--- src/rtl/pipe_stage_reg_pkg.sv ---
// Shared definitions for inter-stage pipeline registers: occupancy state encoding
// and the payload field layout that producer and consumer stages pack/unpack with.
package pipe_stage_reg_pkg;

    typedef enum logic [1:0] {
        ST_EMPTY = 2'd0,
        ST_ONE   = 2'd1,
        ST_TWO   = 2'd2
    } stage_state_e;

    // Payload layout, LSB first: IR | PC | PC+8 | ALU | MULDIV | RD | WE | JMP
    localparam int IR_OFF     = 0;
    localparam int IR_W       = 32;
    localparam int PC_OFF     = IR_OFF + IR_W;
    localparam int PC_W       = 32;
    localparam int PC8_OFF    = PC_OFF + PC_W;
    localparam int PC8_W      = 32;
    localparam int ALU_OFF    = PC8_OFF + PC8_W;
    localparam int ALU_W      = 32;
    localparam int MULDIV_OFF = ALU_OFF + ALU_W;
    localparam int MULDIV_W   = 64;
    localparam int RD_OFF     = MULDIV_OFF + MULDIV_W;
    localparam int RD_W       = 5;
    localparam int WE_OFF     = RD_OFF + RD_W;
    localparam int WE_W       = 1;
    localparam int JMP_OFF    = WE_OFF + WE_W;
    localparam int JMP_W      = 1;
    localparam int PAYLOAD_W  = JMP_OFF + JMP_W;

endpackage

--- src/rtl/pipe_stage_reg_sat_counter.sv ---
// Saturating up-counter with enable and synchronous active-low clear.
module sat_counter #(
    parameter int W = 32
) (
    input  logic         clk,
    input  logic         clr_n,
    input  logic         en,
    output logic [W-1:0] count
);

    always_ff @(posedge clk) begin
        if (!clr_n)
            count <= '0;
        else if (en && (count != {W{1'b1}}))
            count <= count + 1'b1;
    end

endmodule

--- src/rtl/pipe_stage_reg.sv ---
// Inter-stage pipeline register: valid/ready handshake, flush, optional 2-entry
// skid buffer (registered in_ready) and a saturating stall-cycle counter.
module pipe_stage_reg
    import pipe_stage_reg_pkg::*;
#(
    parameter int                DATA_W     = 199,
    parameter logic [DATA_W-1:0] RESET_DATA = '0,
    parameter int                SKID       = 1,
    parameter int                CNT_W      = 32
) (
    input  logic              clk,
    input  logic              reset,
    input  logic              in_valid,
    output logic              in_ready,
    input  logic [DATA_W-1:0] in_data,
    output logic              out_valid,
    input  logic              out_ready,
    output logic [DATA_W-1:0] out_data,
    input  logic              flush,
    output logic [CNT_W-1:0]  stall_cnt,
    output logic [1:0]        occupancy
);

    stage_state_e      state_q, state_d;
    logic [DATA_W-1:0] main_q, main_d;
    logic [DATA_W-1:0] skid_q, skid_d;
    logic              push, pop;

    assign out_valid = (state_q != ST_EMPTY);
    assign out_data  = main_q;
    assign occupancy = state_q;
    assign push      = in_valid && in_ready;
    assign pop       = out_valid && out_ready;

    always_comb begin
        state_d = state_q;
        main_d  = main_q;
        skid_d  = skid_q;
        if (flush) begin
            state_d = ST_EMPTY;
            main_d  = RESET_DATA;
            skid_d  = RESET_DATA;
        end else begin
            case (state_q)
                ST_EMPTY: begin
                    if (push) begin
                        state_d = ST_ONE;
                        main_d  = in_data;
                    end
                end
                ST_ONE: begin
                    if (push && pop) begin
                        main_d = in_data;
                    end else if (push && (SKID != 0)) begin
                        state_d = ST_TWO;
                        skid_d  = in_data;
                    end else if (pop) begin
                        state_d = ST_EMPTY;
                    end
                end
                ST_TWO: begin
                    // in_ready is low here, so only a pop can happen
                    if (pop) begin
                        state_d = ST_ONE;
                        main_d  = skid_q;
                    end
                end
                default: state_d = ST_EMPTY;
            endcase
        end
    end

    always_ff @(posedge clk) begin
        if (!reset) begin
            state_q <= ST_EMPTY;
            main_q  <= RESET_DATA;
            skid_q  <= RESET_DATA;
        end else begin
            state_q <= state_d;
            main_q  <= main_d;
            skid_q  <= skid_d;
        end
    end

    generate
        if (SKID != 0) begin : g_skid
            // Ready derived from next state so it is a pure flop, no path from out_ready
            logic rdy_q;
            always_ff @(posedge clk) begin
                if (!reset)
                    rdy_q <= 1'b1;
                else
                    rdy_q <= (state_d != ST_TWO);
            end
            assign in_ready = rdy_q;
        end else begin : g_noskid
            assign in_ready = !out_valid || out_ready;
        end
    endgenerate

    sat_counter #(
        .W (CNT_W)
    ) u_stall_cnt (
        .clk   (clk),
        .clr_n (reset),
        .en    (out_valid && !out_ready && !flush),
        .count (stall_cnt)
    );

endmodule

--- config.mk ---
export PLATFORM = sky130hd
export DESIGN_NAME = pipe_stage_reg
export DESIGN_NICKNAME = d
export VERILOG_FILES = /design/src/rtl/pipe_stage_reg_pkg.sv /design/src/rtl/pipe_stage_reg_sat_counter.sv /design/src/rtl/pipe_stage_reg.sv
export SDC_FILE = /design/constraint.sdc
export NUM_CORES = 1
export LEC_CHECK = 0
export ABC_AREA = 1
export BUFFER_PORTS_ARGS = -buffer_cell sky130_fd_sc_hd__buf_2
export CORE_ASPECT_RATIO = 1.1
export CORE_MARGIN = 10
export CORE_UTILIZATION = 45
export DETAILED_ROUTE_END_ITERATION = 8
export PLACE_DENSITY = 0.65
export SYNTH_ARGS = -nofsm -noshare
export SYNTH_HDL_FRONTEND = slang
export SYNTH_SLANG_ARGS = --single-unit
--- constraint.sdc ---
create_clock -name clk -period 3.92 [get_ports clk]
set_input_delay 0.98 -clock clk [delete_from_list [all_inputs] [get_ports clk]]
set_output_delay 0.98 -clock clk [all_outputs]
set_load 0.05 [all_outputs]
== After elaboration in Yosys (flattened, before gate mapping) ==
Index checks and enable logic that the tools add are counted.

* Register bits after elaboration: 433
* Word-level logic and storage cells: 40

* Multiplexer cells: 11
* Eq/ne operators: 7
* Bitwise operators: 2
* Reduce and logical (&&, ||, !) cells: 14
* Add/sub/neg operators: 1

{| class="wikitable"
|+ Operator list
! kind !! count
|-
| 2-to-1 mux 199 bit || 3
|-
| case mux 199 bit (3 select lines) || 1
|-
| adder 32 x 1 -> 32 bit, second input constant || 1
|-
| inequality test 32 bit, second input constant || 1
|-
| 2-to-1 mux 2 bit || 6
|-
| inequality test 2 bit, second input constant || 4
|-
| logical AND 1 bit || 6
|-
| case mux 2 bit (3 select lines) || 1
|-
| AND reduction 4 bit || 1
|-
| AND reduction 3 bit || 1
|-
| nonzero test 3 bit || 1
|-
| == test 2 x 1 -> 1 bit, second input constant || 1
|-
| == test 2 bit, second input constant || 1
|-
| zero test 1 bit || 2
|-
| zero test 2 bit || 1
|-
| NOT 1 bit || 2
|-
| nonzero test 2 bit || 1
|-
| OR reduction 2 bit || 1
|}

== Logic depth before layout (Yosys ltp) ==
Gate-level depths: netlist of run 1.

* Word-level depth: 8
* Gate-level depth with buffers: 11
* Depth with buffers taken out: 10

== Modules after synthesis ==
From an unflattened synthesis of run 1, not the netlist that was laid out.

* Cell total of the unflattened synthesis: 3312
* Area total of the unflattened synthesis: 20114.3 µm²

{| class="wikitable"
|+ Modules (own cells, without submodules)
! module !! cells an instance !! seq. area each (µm²) !! area each (µm²) !! instances
|-
| pipe_stage_reg || 2988 || 8027.7 || 18202.5 || 1
|-
| sat_counter || 324 || 640.6 || 1911.8 || 1
|}

== Worst setup path after synthesis of run 1 ==
OpenSTA, ideal clock, no wires.

* Path kind: reg2reg
* Start point: register state_q[1] (netlist: occupancy[1])
* End point: register main_q[130] (netlist: out_data[130])
* Clock period less this slack: 2331 ps
* Buffers on the path: 3
* Slack: 1589 ps
* Cell stages (with the launch flop): 11
* Data required time: 3792 ps
* Setup time: 128 ps
* Data arrival time: 2204 ps
* Cells stage by stage: dfxtp_1 > inv_1 > nand2_1 > nand2_1 > nand3_1 > buf_2 > buf_2 > buf_2 > a21oi_1 > a21oi_1 > nor2_1

* Longest elaborated chain between the ends: 5

{| class="wikitable"
|+ Ends and longest elaborated chain
! item !! RTL line !! RTL
|-
| start, declared || pipe_stage_reg.sv:24 || <nowiki>stage_state_e state_q, state_d;</nowiki>
|-
| start signal, assigned || pipe_stage_reg.sv:79 || <nowiki>state_q <= state_d;</nowiki>
|-
| nonzero test 2 bit * || pipe_stage_reg.sv:29 || <nowiki>assign out_valid = (state_q != ST_EMPTY);</nowiki>
|-
| via out_valid || pipe_stage_reg.sv:16 || <nowiki>output logic out_valid,</nowiki>
|-
| logical AND 1 bit * || pipe_stage_reg.sv:33 || <nowiki>assign pop = out_valid && out_ready;</nowiki>
|-
| logical AND 1 bit || pipe_stage_reg.sv:52 || <nowiki>if (push && pop) begin</nowiki>
|-
| inequality test 2 bit (no line) || - ||
|-
| AND reduction 4 bit (no line) * || - ||
|-
| end signal, assigned || pipe_stage_reg.sv:80 || <nowiki>main_q <= main_d;</nowiki>
|-
| end, declared || pipe_stage_reg.sv:25 || <nowiki>logic [DATA_W-1:0] main_q, main_d;</nowiki>
|}

The timed path passes the listed nets; every way through them passes the cells marked *.
A chain may end at the register's enable or synchronous reset.

== Worst setup path in the final report of run 1 ==
* Start point: register state_q[0] (netlist: occupancy[0])
* End point: output out_valid

* Longest elaborated chain between the ends: 1

{| class="wikitable"
|+ Ends and longest elaborated chain
! item !! RTL line
|-
| nonzero test 2 bit || pipe_stage_reg.sv:29
|-
| end, declared || pipe_stage_reg.sv:16
|}

No other way between the ends.

==> results of run 1 <==
==> metal layers <==
metal	part of all wire	GRT usage	routed length, um	vias up
met4	0.032	0.0864	1840	4
met3	0.084	0.0644	4850	102
met2	0.47	0.370	27500	634
met5	0.00038	0	22	-
met1	0.41	0.287	23900	8363
li1	-	-	-	8809
==> state kept, by name (all words and copies together), names as in the netlist <==
signal             count
occupancy              2
skid_q               199
out_data             199
u_stall_cnt.count     32
in_ready               1
==> synth_stat cells, drive strengths merged <==
library cell	count	area share
nor3	4	0.0011
nor2	267	0.059
xnor2	7	0.0035
a21oi	621	0.18
nand2	949	0.20
xor2	8	0.0039
o21ai	6	0.0017
dfxtp	433	0.49
inv	35	0.0074
clkinv	1	0.00021
ha	1	0.00070
clkbuf	98	0.021
nand4	8	0.0028
buf	85	0.026
nand3	17	0.0048
nor3b	1	0.00042
==> worst max-delay path: stages, from the launching register on <==
cell     delay, ns
dfxtp_1       0.44
inv_1         0.09
nand2_1       0.11
buf_2         0.27
==> area by class of cell <==
class	count	share of cell area
diodes	3	0.000347
clock buffers	71	0.0645
clock inverters	11	0.00618
inverters	36	0.00670
multi-input cells	1889	0.377
flip-flops and latches	433	0.400
well taps	507	0.0293
repair buffers	464	0.116
==> through the flow <==
| step | setup WS [ns] | cells | power, mW | cell area [um2] | hold slack (ns) |
|---|---|---|---|---|---|
| 2_1_floorplan | 1.59 | 2541 | 5.26 | 17800 | 0.444 |
| 3_3_place_gp | 1.15 | 3329 | 5.60 | 20100 | 0.451 |
| 3_5_place_dp | 1.13 | 3329 | 5.61 | 20100 | 0.455 |
| 4_1_cts | 1.43 | 3411 | 10.0 | 21600 | 0.464 |
| 5_1_grt | 1.36 | 3413 | 10.3 | 21600 | 0.476 |
| 6_report | 1.46 | 3414 | 9.94 | 21600 | 0.462 |
==> cell families after synthesis <==
group | share of synthesized area
adders and majority gates | 0.000705
xor gates and xnor gates | 0.00740
buffers and inverters | 0.0547
and+or+nand+nor | 0.270
AOI/OAI and AO/OA | 0.179
DFF | 0.488
==> placed cells by master, fill, tap and decap left out, types with 6 or more instances in the layout <==
cell	count
a21oi_1	610
a21oi_2	11
buf_12	10
buf_2	438
buf_4	16
clkbuf_1	11
clkbuf_16	47
clkbuf_8	13
clkinv_2	7
dfxtp_1	433
inv_1	32
nand2_1	942
nand3_1	16
nand4_1	8
nor2_1	260
o21ai_0	6
xnor2_1	7
xor2_1	8
==> worst max path at each step <==
stage / startpoint / to / slack (ns) / cells after the start
final: occupancy[0] / out_valid / 1.46 / 3
after global routing: occupancy[0] / out_valid / 1.36 / 3
after CTS: occupancy[0] / out_valid / 1.43 / 3
after detailed placement: out_ready / u_stall_cnt.count[15] / 1.13 / 8
after global placement: out_ready / out_data[185] / 1.15 / 8
after floorplan: occupancy[1] / out_data[130] / 1.59 / 10
==> report_power, final <==
group          internal [mW]  total [mW]  switching (mW)
Sequential              4.48        4.54          0.0538
Clock                   2.64        4.42            1.78
Combinational          0.275       0.976           0.701
Total                   7.40        9.94            2.54
==> summary.md, run 1 <==
| Metric | Value |
|---|---|
| Status | complete, no violations |
| Die area | ~48000 um2 |
| DIE HEIGHT | about 230 um |
| Element type at the critical path start | flip-flop |
| Core area | 39100 um2 |
| Nets | 3075 |
| Largest net degree at the start of global routing | 200 |
| RSZ-0062 raised after global routing | no |
| Pleak | 8.98 nW |
| Hold depth | 2 |
| CTS clk-pin slew, worst paths | 0.07 ns |
| Hold Vio Cnt, Final | 0 |
| Io pins | 439 |
| Vias/cell | 5.25 |
| Slew Viols, Final | 0 |
| Fin crit share | 0.629 |
| Critical R2R Capture | u_stall_cnt.count[15] |
| Hold-fix buffers, CTS | 0 |
| Avg Cell Area, Syn | 6.99 um2 |
| Vias post-DR | 17900 |
| CP endpoint kind | primary output |
| CP Data Arrival Time | 1.48 ns |
| Min-Delay Endpoint | skid_q[87] |
| Relative slew margins | 0.196 |
| CTS tree | done |
| Share of layout cells above drive strength 1 | 0.194 |
| Setup bufs post-CTS | 0 |
| HPWL after detailed placement | around 38000 um |
| Setup slack, reg-to-reg | roughly 1.7 ns |
| Worst vdd ir | around 0.00034 V |
| CTS H-Tree Depth | 2 |
| Total wire length | 58100 um |
| Die Span X | 209 um |
| Initial detailed-routing violation count | 1383 |
| Fmax achieved | roughly 0.41 GHz |
| Pwr Density | roughly 460 nW/um2 |
| Synthesized Nets | approximately 2700 |
| Fillers | approximately 3800 |
| Std cell rows | 76 |
| Post-CTS Resized | 0 |
| Final setup viols | 0 |
| Critical path class | reg -> out |
| Worst slew pin tran | 1.21 ns |
| Count of different cell masters after synthesis | 28 |
| # DRC | 0 |
| Cell count of the worst reg-to-reg path | 8 |
| Buffers on Ports | 438 |
| CTS Buffer Depth | 3 |
| Total CTS buffers | 46 |
| Post-Synthesis Cells | 2541 |
| Antenna Nets Post-Route | 0 |
| Total congestion overflow | 0 |
| Mapped cell area | roughly 18000 um2 |
| GRT Overall Usage | 0.230 |
| Register area | 8670 um2 |
| Req. time, crit path | around 3 ns |
| Worst hold path type | reg -> reg |
| Post-layout min period | approximately 2.5 ns |
| Worst clock skew | 0.0124 ns |
| Sink Count | 433 |
| Crit-path max FO | 5 |
| Final core utilization | 0.554 |
| Layout overhead on the synthesized area | 21.9% |
| Max cap viols | 0 |
| Setup TNS Final | 0 ns |
| Yosys warning count | 0 |
| Flops & latches, synth | 433 |
| Initial antenna violation count | 5 |
| Worst r2r src | occupancy[0] |
| Root Buffer | clkbuf_16 |
| Area of the multi-input gates | 8150 um2 |
| First-pass GRT wire length | 91500 um |
| First drt pass iteration count | 5 |
| Later-pin clock latency in the skew report | 0.57 ns |
| Vias in the first global route | approximately 17000 |
| GP Congestion | 0.852 |
| Min-delay src | skid_q[87] |
| Starting Density | 0.454 |
| Sequential area share after synthesis | 0.488 |
| Wire per inst | 17.0 um |
(Power assumes the default switching activity.)
==> run 2: changes to the inputs <==
--- a/config.mk
+++ b/config.mk
@@ -5,13 +5,13 @@
 export SDC_FILE = /design/constraint.sdc
 export NUM_CORES = 1
 export LEC_CHECK = 0
-export ABC_AREA = 1
+export ABC_AREA = 0
 export BUFFER_PORTS_ARGS = -buffer_cell sky130_fd_sc_hd__buf_2
 export CORE_ASPECT_RATIO = 1.1
 export CORE_MARGIN = 10
 export CORE_UTILIZATION = 45
 export DETAILED_ROUTE_END_ITERATION = 8
-export PLACE_DENSITY = 0.65
+export PLACE_DENSITY = 0.66
 export SYNTH_ARGS = -nofsm -noshare
 export SYNTH_HDL_FRONTEND = slang
 export SYNTH_SLANG_ARGS = --single-unit
==> constraint.sdc (replaced) <==
create_clock -name clk -period 2.4 [get_ports clk]
set_input_delay 0.6 -clock clk [delete_from_list [all_inputs] [get_ports clk]]
set_output_delay 0.6 -clock clk [all_outputs]
set_load 0.05 [all_outputs]
==> run 2 against run 1 <==
Via count fell by 6.9%. Sequential cell count did not move. Global-route usage fell by 0.52 points. First-iteration DRC count fell by 20%. Synthesized cell count fell by 14%. Critical endpoint unchanged. Largest cell class unchanged. Highest routed layer unchanged.
==> summary.md, run 2 <==
| Metric | Value |
|---|---|
| Seq pwr share | 0.466 |
| Post-Synthesis Cells | 2192 |
| Synth Area in XOR/XNOR | 0.00155 |
| Status | complete, no violations |
| Total CTS buffers | 43 |
| Nets | 2747 |
| Clock network fraction of design power | 0.422 |
| Later-pin clock latency in the skew report | 0.55 ns |
| Max cap viols | 0 |
| Multiplexer share of the synthesized area | 0.00354 |
| Ranking of synthesized cells by area | dfxtp_1 (51%), nand2_1 (18%), a311oi_1 (10%) |
| Core area | roughly 37000 um2 |
| CP endpoint kind | primary output |
| Switching fraction of total power | 0.262 |
| Avg Cell Area, Syn | ~7.7 um2 |
| Post-Synth Adder-Cell Area | 0.000737 |
| Met2 wire length | 25900 um |
| Wire per inst | 17.8 um |
| Post-synthesis simple-gate area fraction | 0.258 |
| Initial antenna violation count | 14 |
| Final Worst Setup Slack | 0.215 ns |
| Crit-path max FO | 10 |
| Vias post-DR | 16700 |
| Synth area leader | dfxtp_1 |
| Main combinational cell family by area after synthesis | simple AND/OR/NAND/NOR gates |
| Total congestion overflow | 0 |
| Most frequent cells after synthesis | nand2_1 (816), dfxtp_1 (433), a21oi_1 (223), nor2_1 (210), a311oi_1 (199) |
| Req. time, crit path | 1.80 ns |
| HPWL after detailed placement | between 30000 and 40000 um |
| Relative slew margins | 0.605 |
| Worst vdd ir | 0.000609 V |
| Worst slew pin tran | just under 0.6 ns |
| Count of different cell masters after synthesis | 42 |
| Root Buffer | clkbuf_16 |
| First drt pass iteration count | 5 |
| Share of Yosys cell area claimed by the top area cell type | 0.511 |
| Initial detailed-routing violation count | between 1000 and 1500 |
| Sequential area share after synthesis | 0.511 |
| Area of the multi-input gates | 7600 um2 |
| Largest net degree at the start of global routing | 80 |
| Total wire length | 54600 um |
| GP Congestion | 0.871 |
| Final setup viols | 0 |
| Std cell rows | 74 |
| Hold-fix buffers, CTS | 0 |
| Register area | slightly below 9000 um2 |
| Compound-Gate Fraction of Synth Area | 0.181 |
| Io pins | 439 |
| DIE HEIGHT | 224 um |
| Number of flops mapped to enable cells by yosys | 0 |
| Element type at the critical path start | flip-flop |
| Fillers | approximately 3500 |
| Hold Vio Cnt, Final | 0 |
| # DRC | 0 |
| Layout overhead on the synthesized area | 25.1% |
| Yosys warning count | 0 |
| Post-layout min period | 2.18 ns |
| CTS H-Tree Depth | 2 |
| Pwr Density | 756 nW/um2 |
| Most frequent cells in the layout | nand2_1 (815), buf_2 (438), dfxtp_1 (431) |
| Starting Density | 0.456 |
| Async S/R FF share, synth | 0 |
| CTS tree | done |
| Mapped cell area | 17000 um2 |
| Setup TNS Final | 0 ns |
| Buffers on Ports | 438 |
| Vias in the first global route | 15600 |
| Commonest non-fill, non-tap cell in the layout | nand2_1 |
| Share of layout cells above drive strength 1 | 0.221 |
| Vias/cell | approximately 5.4 |
| M1 wire length | between 20000 and 25000 um |
| Flops & latches, synth | ~430 |
| Worst clock skew | 0.0167 ns |
| Post-place setup slack | around 0.11 ns |
| Switching power | 4.20 mW |
| P_int | 11.9 mW |
| Fin crit share | 0.910 |
| Slew Viols, Final | 0 |
| Synthesized Nets | 2397 |
| Fmax achieved | 0.458 GHz |
| Die Span X | 205 um |
| Critical path class | reg -> out |
| RSZ-0062 raised after global routing | no |
| Top sig layer | met5 |
| Sink Count | 433 |
| Antenna Nets Post-Route | 0 |
| Die area | 45900 um2 |
| First-pass GRT wire length | ~85000 um |
| Comb pwr share | 0.112 |
| Ys flop type | dfxtp_1 |
| Most frequent cell after synthesis | nand2_1 |
| Pleak | 8.68 nW |
| Worst hold path type | in -> reg |
| CTS clk-pin slew, worst paths | 0.06 ns |
| GRT Overall Usage | 0.225 |
| CP Data Arrival Time | 1.58 ns |
| Wire length on met3 | between 4000 and 5000 um |
| CTS Buffer Depth | 3 |
==> run 2: changes by cell type in the layout (fill, tap and decap cells not counted), sizes merged, moves of 10 or more <==
cell and change:
inv -28, a21oi -398, o31ai +14, or4 +12, or3 +10, buf +26, nor2 -57, a311oi +199
nand2 -133
==> run 2: through the flow <==
| stage | power (mW) | area [um2] | utilization | std cells | hold WS, ns |
|---|---|---|---|---|---|
| 6_report | 16.1 | 21200 | 0.571 | 3070 | 0.288 |
| 5_1_grt | 16.7 | 21200 | 0.571 | 3068 | 0.276 |
| 4_1_cts | 16.2 | 21200 | 0.570 | 3066 | 0.264 |
| 3_5_place_dp | 9.45 | 19800 | 0.533 | 2991 | 0.446 |
| 3_3_place_gp | 9.42 | 19800 | 0.533 | 2991 | 0.440 |
| 2_1_floorplan | 8.77 | 17000 | - | 2192 | 0.437 |
==> run 2: power by group through the flow <==
stage               clock (mW)  combinational, mW  sequential [mW]
CTS                       6.94               1.81             7.49
finish                    6.78               1.79             7.49
detailed placement           0               1.80             7.65
floorplan                    0              0.602             8.17
global route              7.21               1.94             7.50
global placement             0               1.78             7.64
==> run 2: logic make-up after synthesis <==
family                     count (synthesis)
and+or+nand+nor                         1106
xor gates and xnor gates                   3
muxes                                      6
buffers and inverters                    190
AOI/OAI and AO/OA                        453
adders and majority gates                  1
DFF                                      433
==> run 2: final timing paths <==
| kind | startpoint | endpoint | slack (ns) | cells after the start |
|---|---|---|---|---|
| worst min register to register | skid_q[172] | skid_q[172] | 0.45 | 2 |
| worst max-delay path | occupancy[1] | out_valid | 0.22 | 2 |
| worst min-delay path | in_data[50] | skid_q[50] | 0.29 | 3 |
| worst max register to register | u_stall_cnt.count[3] | u_stall_cnt.count[31] | 0.25 | 5 |
==> run 2: what timing repair did <==
item / CTS / global route
setup endpoints to repair: 0 / 3
resized for setup: 0 / 1
buffers inserted: 0 / 0
==> run 2: area by class of cell <==
class / count / area share
flip-flops and latches: 433 / 0.408
multi-input cells: 1569 / 0.358
repair buffers: 490 / 0.137
clock buffers: 64 / 0.0581
well taps: 494 / 0.0291
clock inverters: 11 / 0.00795
inverters: 5 / 0.000883
diodes: 4 / 0.000471
==> run 2: metal layers <==
metal / vias to the layer above / track usage
met4: 22 / 0.0888
met2: 596 / 0.361
li1: 8155 / -
met1: 7777 / 0.280
met3: 130 / 0.0624
met5: - / 0
==> run 2: critical path, stage by stage, from the launching register on <==
cell and delay [ns]:
dfxtp_2 0.47, or2_1 0.27, buf_2 0.31
